File: config.mk
export PLATFORM = sky130hd
export DESIGN_NAME = generador_tono_frecuencia_flat
export DESIGN_NICKNAME = d
export VERILOG_FILES = /design/src/rtl/generador_tono_frecuencia_if.sv /design/src/rtl/generador_tono_frecuencia.sv /design/src/flat_wrapper.sv
export SDC_FILE = /design/constraint.sdc
export NUM_CORES = 1
export LEC_CHECK = 0
export CAP_MARGIN = 10
export CORE_ASPECT_RATIO = 1.5
export CORE_UTILIZATION = 30
export CTS_CLUSTER_DIAMETER = 30
export DETAILED_ROUTE_END_ITERATION = 10
export SLEW_MARGIN = 25
export SYNTH_ARGS = -nofsm -noshare
export SYNTH_HDL_FRONTEND = slang
export SYNTH_SLANG_ARGS = --single-unit
File: constraint.sdc
create_clock -name clk -period 3.3 [get_ports clk]
set_clock_uncertainty 0.2 [all_clocks]
set_input_delay 0.99 -clock clk [delete_from_list [all_inputs] [get_ports clk]]
set_output_delay 0.99 -clock clk [all_outputs]
set_load 0.05 [all_outputs]
File: src/rtl/generador_tono_frecuencia_if.sv
//==============================================================================
// Module      : generador_tono_frecuencia_if
// Description : Control and status bundle of the square-wave tone generator.
//               master: frequency selector side (drives EN/f, reads status).
//               slave : tone generator side.
//   EN          run request, level-sensitive
//   f[5:0]      requested frequency code k (0 = silence)
//   sq_out      square-wave output
//   f_activa    code currently driving sq_out
//   period_tick one-clk pulse per completed period
//   busy        generator is running
//   cambio_pend running with f different from f_activa
// Revision    : 1.0 - initial release
//==============================================================================
`default_nettype none

interface generador_tono_frecuencia_if;
  logic       EN;
  logic [5:0] f;
  logic       sq_out;
  logic [5:0] f_activa;
  logic       period_tick;
  logic       busy;
  logic       cambio_pend;

  modport master (
    output EN, f,
    input  sq_out, f_activa, period_tick, busy, cambio_pend
  );

  modport slave (
    input  EN, f,
    output sq_out, f_activa, period_tick, busy, cambio_pend
  );
endinterface

`default_nettype wire

File: src/rtl/generador_tono_frecuencia.sv
//==============================================================================
// Module      : generador_tono_frecuencia
// Description : 50 % duty square-wave generator. Half-period is
//               f_activa * PRESCALE clk cycles. A new code is only adopted at
//               a full-period boundary, and a stop request lets the current
//               period finish, so the output never carries runt pulses.
// Ports       : clk  - system clock (rising edge)
//               rst  - asynchronous reset, active low
//               bus  - generador_tono_frecuencia_if.slave (EN, f in;
//                      sq_out, f_activa, period_tick, busy, cambio_pend out)
// Revision    : 1.0 - initial release
//==============================================================================
`default_nettype none

module generador_tono_frecuencia #(
  parameter int PRESCALE = 25000,
  parameter int PRE_W    = 16
) (
  input  wire logic                      clk,
  input  wire logic                      rst,
  generador_tono_frecuencia_if.slave     bus
);

  localparam logic [0:0]       ST_IDLE    = 1'b0;
  localparam logic [0:0]       ST_RUN     = 1'b1;
  localparam logic [PRE_W-1:0] c_PRE_LAST = PRE_W'(PRESCALE - 1);

  logic [0:0]       r_state;
  logic [0:0]       w_state_nxt;
  logic [PRE_W-1:0] r_pre_cnt;
  logic [5:0]       r_half_cnt;
  logic             r_sq;
  logic [5:0]       r_f_activa;
  logic             r_tick;

  logic w_start;
  logic w_base_tick;
  logic w_half_end;
  logic w_period_end;
  logic w_stop_req;

  // f_activa is never 0 while running, so f_activa-1 cannot wrap here.
  assign w_start      = (r_state == ST_IDLE) && bus.EN && (bus.f != 6'd0);
  assign w_base_tick  = (r_state == ST_RUN) && (r_pre_cnt == c_PRE_LAST);
  assign w_half_end   = w_base_tick && (r_half_cnt == (r_f_activa - 6'd1));
  assign w_period_end = w_half_end && !r_sq;
  assign w_stop_req   = !bus.EN || (bus.f == 6'd0);

  // State register
  always_ff @(posedge clk or negedge rst) begin
    if (!rst) begin
      r_state <= ST_IDLE;
    end else begin
      r_state <= w_state_nxt;
    end
  end

  // Next-state logic
  always_comb begin
    w_state_nxt = r_state;
    case (r_state)
      ST_IDLE: if (w_start)                   w_state_nxt = ST_RUN;
      ST_RUN:  if (w_period_end && w_stop_req) w_state_nxt = ST_IDLE;
      default:                                w_state_nxt = ST_IDLE;
    endcase
  end

  // Output logic (status flags)
  always_comb begin
    bus.busy        = (r_state == ST_RUN);
    bus.cambio_pend = (r_state == ST_RUN) && (bus.f != r_f_activa);
  end

  // Timing datapath: prescaler, half-period counter, output level and code.
  always_ff @(posedge clk or negedge rst) begin
    if (!rst) begin
      r_pre_cnt  <= '0;
      r_half_cnt <= 6'd0;
      r_sq       <= 1'b0;
      r_f_activa <= 6'd0;
      r_tick     <= 1'b0;
    end else begin
      r_tick <= w_period_end;
      if (r_state == ST_IDLE) begin
        r_pre_cnt  <= '0;
        r_half_cnt <= 6'd0;
        if (w_start) begin
          r_sq       <= 1'b1;
          r_f_activa <= bus.f;
        end else begin
          r_sq       <= 1'b0;
        end
      end else begin
        r_pre_cnt <= w_base_tick ? '0 : r_pre_cnt + 1'b1;
        if (w_half_end) begin
          r_half_cnt <= 6'd0;
        end else if (w_base_tick) begin
          r_half_cnt <= r_half_cnt + 6'd1;
        end
        if (w_half_end) begin
          if (r_sq) begin
            r_sq <= 1'b0;
          end else if (!w_stop_req) begin
            // Period boundary: the code present at this edge takes effect.
            r_sq       <= 1'b1;
            r_f_activa <= bus.f;
          end
        end
      end
    end
  end

  assign bus.sq_out      = r_sq;
  assign bus.f_activa    = r_f_activa;
  assign bus.period_tick = r_tick;

endmodule

`default_nettype wire

File: src/flat_wrapper.sv
// flat-port wrapper written by rule: the top's interface ports become plain ports
module generador_tono_frecuencia_flat 
#(
  parameter int PRESCALE = 25000,
  parameter int PRE_W    = 16
)
  (clk, rst, bus_EN, bus_f, bus_sq_out, bus_f_activa, bus_period_tick, bus_busy, bus_cambio_pend);
  generador_tono_frecuencia_if bus_i ();
  input  wire logic clk;
  input  wire logic rst;
  input wire logic [$bits(bus_i.EN)-1:0] bus_EN;
  input wire logic [$bits(bus_i.f)-1:0] bus_f;
  output wire logic [$bits(bus_i.sq_out)-1:0] bus_sq_out;
  output wire logic [$bits(bus_i.f_activa)-1:0] bus_f_activa;
  output wire logic [$bits(bus_i.period_tick)-1:0] bus_period_tick;
  output wire logic [$bits(bus_i.busy)-1:0] bus_busy;
  output wire logic [$bits(bus_i.cambio_pend)-1:0] bus_cambio_pend;
  assign bus_i.EN = bus_EN;
  assign bus_i.f = bus_f;
  assign bus_sq_out = bus_i.sq_out;
  assign bus_f_activa = bus_i.f_activa;
  assign bus_period_tick = bus_i.period_tick;
  assign bus_busy = bus_i.busy;
  assign bus_cambio_pend = bus_i.cambio_pend;
  generador_tono_frecuencia #(.PRESCALE(PRESCALE), .PRE_W(PRE_W)) u_core (.clk(clk), .rst(rst), .bus(bus_i));
endmodule
Word-level counts from Yosys, hierarchy flattened
Cells that the tools add are included.

storage, ports and cells
  register bits = 31
  input bits = 9
  output and inout port bits = 10
  word-level logic and storage cells = 48

cells by class
  $add $sub $neg = 3
  eq/ne operators = 7
  muxes and demuxes = 17
  bitwise gates (word level) = 1
  reductions and logical operators = 14

operators by type and width
  cell                                                                     number
  6-bit 2-to-1 mux                                                         8
  16-bit 2-to-1 mux                                                        2
  16-bit by 1-bit adder with 16-bit output, second input constant          1
  16-bit by 15-bit equality test with 1-bit output, second input constant  1
  1-bit logical AND                                                        7
  6-bit by 1-bit adder with 6-bit output, second input constant            1
  6-bit equality test                                                      1
  6-bit logical NOT                                                        1
  1-bit 2-to-1 mux                                                         6
  2-bit inequality test, second input constant                             3
  6-bit inequality test                                                    1
  6-bit nonzero test                                                       1
  6-bit by 1-bit subtractor with 6-bit output, second input constant       1
  4-bit AND reduction                                                      1
  3-bit inequality test, second input constant                             1
  1-bit logical NOT                                                        2
  1-bit one-hot mux with 2 select lines                                    1
  2-bit nonzero test                                                       1
  1-bit logical OR                                                         1
  1-bit NOT                                                                1

Longest topological paths before layout
  depth after elaboration = 7
  gate-level depth with buffers = 9
  gate-level depth less buffers = 8

Worst setup path after synthesis
OpenSTA, ideal clock, no wires.

  path kind = input-to-output
  start point = input bus_f[5]
  end point = output bus_cambio_pend
  arrival = 1682 ps
  data required time = 2110 ps
  slack = 428 ps
  stages = 3
  path buffers = 0
  cells stage by stage = xnor2_1 -> nand4_1 -> o31a_1

between the ends
  longest elaborated chain between the ends = 2

ends and longest elaborated chain
  element                RTL line                         source
  start: declaration     flat_wrapper.sv:12               input wire logic [$bits(bus_i.f)-1:0] bus_f;
  6-bit inequality test  generador_tono_frecuencia.sv:71  bus.cambio_pend = (r_state == ST_RUN) && (bus.f != r_f_activa);
  1-bit logical AND      generador_tono_frecuencia.sv:71
  end: declaration       flat_wrapper.sv:17               output wire logic [$bits(bus_i.cambio_pend)-1:0] bus_cambio_pend;

No other way between the ends.

Worst setup path after layout
  start point = input bus_f[3]
  end point = output bus_cambio_pend

The elaborated chain is that of the path after synthesis.

==> reports/qor_table.md <==
| Item | Reported | Unit |
|:---|:---|:---|
| Result of the run | completed | - |
| Critical Path Max Stage Delay | 0.45 | ns |
| Count of cell types in the netlist | 33 | - |
| Maxcap violations | 0 | - |
| Post-CTS Hold Buffers | 0 | - |
| Antenna violations before repair | 0 | - |
| Netlist Area Pre-Place | 1670 | sq um |
| Final hold vios | 0 | - |
| Root cell of the clock tree | sky130_fd_sc_hd__clkbuf_8 | - |
| First-pass DRT Iterations | 4 | - |
| Count of warnings emitted by yosys | 0 | - |
| Global-route wire length before repair | 5440 | um |
| Nature of the critical path endpoint | output pin | - |
| Utilization after layout | 39.6 | % |
| Post-DRT Antenna Nets | 0 | - |
| Highest net fanout along the worst path | 3 | - |
| Startpoint class of the critical path | primary input | - |
| Number of diodes added for antenna fixing | 0 | - |
| Starting utilization of the core area | 31.9 | % |
| Headroom to the max-slew limit | 65.7 | % |
| Category of cells accounting for the largest share of critical-path delay | buffers and inverters | - |
| Setup repair after global routing missed its margin | no | - |
| Detailed router's first-iteration violation count | 54 | - |
| Height of the chip | 93.5 | um |
| Maximum root-to-sink buffer count | 2 | - |
| Count of flip-flops with a built-in enable after synthesis | 0 | - |
| GRT Resource Usage Total | 12.3 | % |
| Highest attainable clock frequency | 309 | MHz |
| WL/cell | 12.6 | um |
| Ys flop type | sky130_fd_sc_hd__dfrtp_1 | - |
| Actual slew at the worst max-slew pin | 0.512 | ns |
| Sequential element share of the synthesized area | 46.4 | % |
| Critical path's slowest cell | sky130_fd_sc_hd__clkdlybuf4s50_1 | - |
| Max H-tree Level | 2 | - |
| Number of global-route vias before repair | 1211 | - |
| Overflow after GRT | 0 | - |
| DRT Wirelength | 3210 | um |
| Ports | 19 | - |
| Maximum vdd ir drop | 223 | uV |
| Type of the worst min-delay path | reg2reg | - |
| Post-synthesis cell count | 157 | - |
| Fraction of registers with async set/reset | 100 | % |
| Static leakage | 0.925 | nW |
| Post-CTS setup buffer count | 0 | - |
| DR vias | 1183 | - |
| Total buffers and inverters traversed by the critical path | 2 | - |
| CP Class | in2out | - |
| Number of slew-limit violations in the final report | 0 | - |
| Final setup violation count | 0 | - |
| CTS buffer count | 5 | - |
| Data required time at the worst endpoint | 2.11 | ns |
| Ordered cell list for the critical path | clkdlybuf4s50_1, xor2_1, o31a_1, buf_6 | - |
| Worst-skew pair later-pin latency | 0.28 | ns |
| Via count normalized by instance count | 4.64 | - |
| Tmin final | 3.23 | ns |
| Clk sinks | 31 | - |
| Core area | 5250 | sq um |
| Global placement routability congestion | 0.752 | - |
| Row cnt | 32 | - |
| Area Growth Syn to Fin | 24.3 | % |
| Clock transition at path regs | 0.06 | ns |
| Clock tree from TritonCTS | yes | - |
| Largest net degree at the start of global routing | 32 | - |
| Post-synthesis register bit count | 31 | - |
| Die X-Extent | 63.0 | um |
| Post-route total power | 0.732 | mW |
| Fraction of layout instances using a drive strength above 1 | 13.4 | % |
| Mapped Nets | 169 | - |
| Worst path arrival time | 2.04 | ns |
| Fill cell total of the finished layout | 518 | - |
| Per-instance average area after synthesis | 10.7 | sq um |
| DP Wirelength | 2320 | um |
| Number of remaining DRC errors | 0 | - |
| Die Outline Area | 5880 | sq um |
| Number of nets at the end of the flow | 198 | - |
| Number of buffers inserted by port buffering | 18 | - |
| Pwr Density | 352 | nW/um^2 |
| Final worst-path cycle share | 98.0 | % |
-- power by group --
part | leakage, nW | switching [mW] | internal [mW]
Sequential | 0.408 | 0 | 0.380
Clock | 0.0515 | 0.136 | 0.190
Combinational | 0.465 | 0.0134 | 0.0126
Total | 0.925 | 0.149 | 0.583
-- stage by stage --
step           hold slack, ns  cells  area (sq um)  TNS (ns)  setup WS (ns)
5_1_grt                 0.295    255          2080         0         0.0162
4_1_cts                 0.272    255          2080         0         0.0212
2_1_floorplan           0.233    157          1670         0          0.428
3_5_place_dp            0.253    247          1980    -0.102         -0.102
3_3_place_gp            0.253    247          1980   -0.0970        -0.0970
6_report                0.273    255          2080         0         0.0650
-- layout by cell type (no fill, tap or decap), types with 4 or more instances in the layout --
cell | Yosys | final
sky130_fd_sc_hd__a21oi_1 | 4 | 4
sky130_fd_sc_hd__and3_1 | 4 | 4
sky130_fd_sc_hd__buf_4 | 0 | 5
sky130_fd_sc_hd__clkbuf_8 | 0 | 7
sky130_fd_sc_hd__clkdlybuf4s50_1 | 0 | 12
sky130_fd_sc_hd__dfrtp_1 | 31 | 31
sky130_fd_sc_hd__dlygate4sd2_1 | 0 | 4
sky130_fd_sc_hd__inv_1 | 4 | 4
sky130_fd_sc_hd__mux2_4 | 6 | 6
sky130_fd_sc_hd__nand2_1 | 12 | 12
sky130_fd_sc_hd__nand3_1 | 6 | 6
sky130_fd_sc_hd__nor2_1 | 16 | 16
sky130_fd_sc_hd__o21ai_0 | 6 | 6
sky130_fd_sc_hd__or3_1 | 7 | 7
sky130_fd_sc_hd__xnor2_1 | 16 | 16
sky130_fd_sc_hd__xor2_1 | 14 | 14
-- flip-flops by register name, summed over array words and instances, names as in the netlist --
name	flops
u_core.r_pre_cnt	16
u_core.bus.f_activa	6
u_core.r_half_cnt	6
u_core.bus.busy	1
u_core.bus.period_tick	1
u_core.bus.sq_out	1
-- cells in the mapped netlist, types with 2 or more instances --
| cell | count | area share, % |
|---|---|---|
| sky130_fd_sc_hd__a21oi_1 | 4 | 1.2 |
| sky130_fd_sc_hd__xor2_1 | 14 | 7.3 |
| sky130_fd_sc_hd__nor3_1 | 3 | 0.90 |
| sky130_fd_sc_hd__and4_1 | 2 | 1.0 |
| sky130_fd_sc_hd__and3_1 | 4 | 1.5 |
| sky130_fd_sc_hd__nand3_1 | 6 | 1.8 |
| sky130_fd_sc_hd__ha_1 | 3 | 2.2 |
| sky130_fd_sc_hd__nand2_1 | 12 | 2.7 |
| sky130_fd_sc_hd__mux2_4 | 6 | 5.4 |
| sky130_fd_sc_hd__and2_1 | 2 | 0.75 |
| sky130_fd_sc_hd__o21ai_0 | 6 | 1.8 |
| sky130_fd_sc_hd__or3_1 | 7 | 2.6 |
| sky130_fd_sc_hd__inv_1 | 4 | 0.90 |
| sky130_fd_sc_hd__nor2_1 | 16 | 3.6 |
| sky130_fd_sc_hd__nand4_1 | 3 | 1.1 |
| sky130_fd_sc_hd__xnor2_1 | 16 | 8.4 |
| sky130_fd_sc_hd__nand2b_1 | 2 | 0.75 |
| sky130_fd_sc_hd__dfrtp_1 | 31 | 46 |
| sky130_fd_sc_hd__or4_1 | 2 | 0.90 |
-- timing repair --
action | CTS | global route
setup endpoints to repair | 1 | 1
resized for setup | 5 | 1
pin swaps | 2 | 0
-- cell type report --
cell class	count	area (sq um)	area share, %
Multi-Input combinational cell	120	867	41.7
Timing Repair Buffer	24	236	11.4
Sequential cell	31	776	37.3
Clock buffer	8	100	4.81
Inverter	4	15.0	0.722
Tap cell	68	85.1	4.09
-- cells by family after synthesis --
logic type | share of synthesized area, %
AOI/OAI and AO/OA | 6.13
xor gates and xnor gates | 15.7
adders and majority gates | 2.24
buffers and inverters | 1.79
DFF | 46.4
muxes | 5.39
and+or+nand+nor | 22.4
-- metal layers --
metal	global-route usage, %	wire, um	vias up
li1	-	-	604
met1	13.0	1300	548
met2	21.9	1690	25
met3	4.39	157	6
met4	5.04	53	0
met5	0	0	-
-- final timing paths --
kind                                                from                                 end  slack [ns]  depth (start not counted)
setup / recovery                                bus_f[3]                     bus_cambio_pend        0.07                          4
hold / removal             u_core.r_pre_cnt[0]$_DFF_PN0_       u_core.r_pre_cnt[0]$_DFF_PN0_        0.27                          1
setup reg to reg           u_core.r_pre_cnt[6]$_DFF_PN0_  u_core.bus.f_activa[3]$_DFFE_PN0P_        0.57                          7
hold reg to reg            u_core.r_pre_cnt[0]$_DFF_PN0_       u_core.r_pre_cnt[0]$_DFF_PN0_        0.27                          1
max in group asynchronous                            rst    u_core.r_half_cnt[0]$_DFFE_PN0P_        1.71                          2
min in group asynchronous                            rst      u_core.r_pre_cnt[13]$_DFF_PN0_        0.91                          2
No activity file was read; power rests on OpenSTA's default activity.
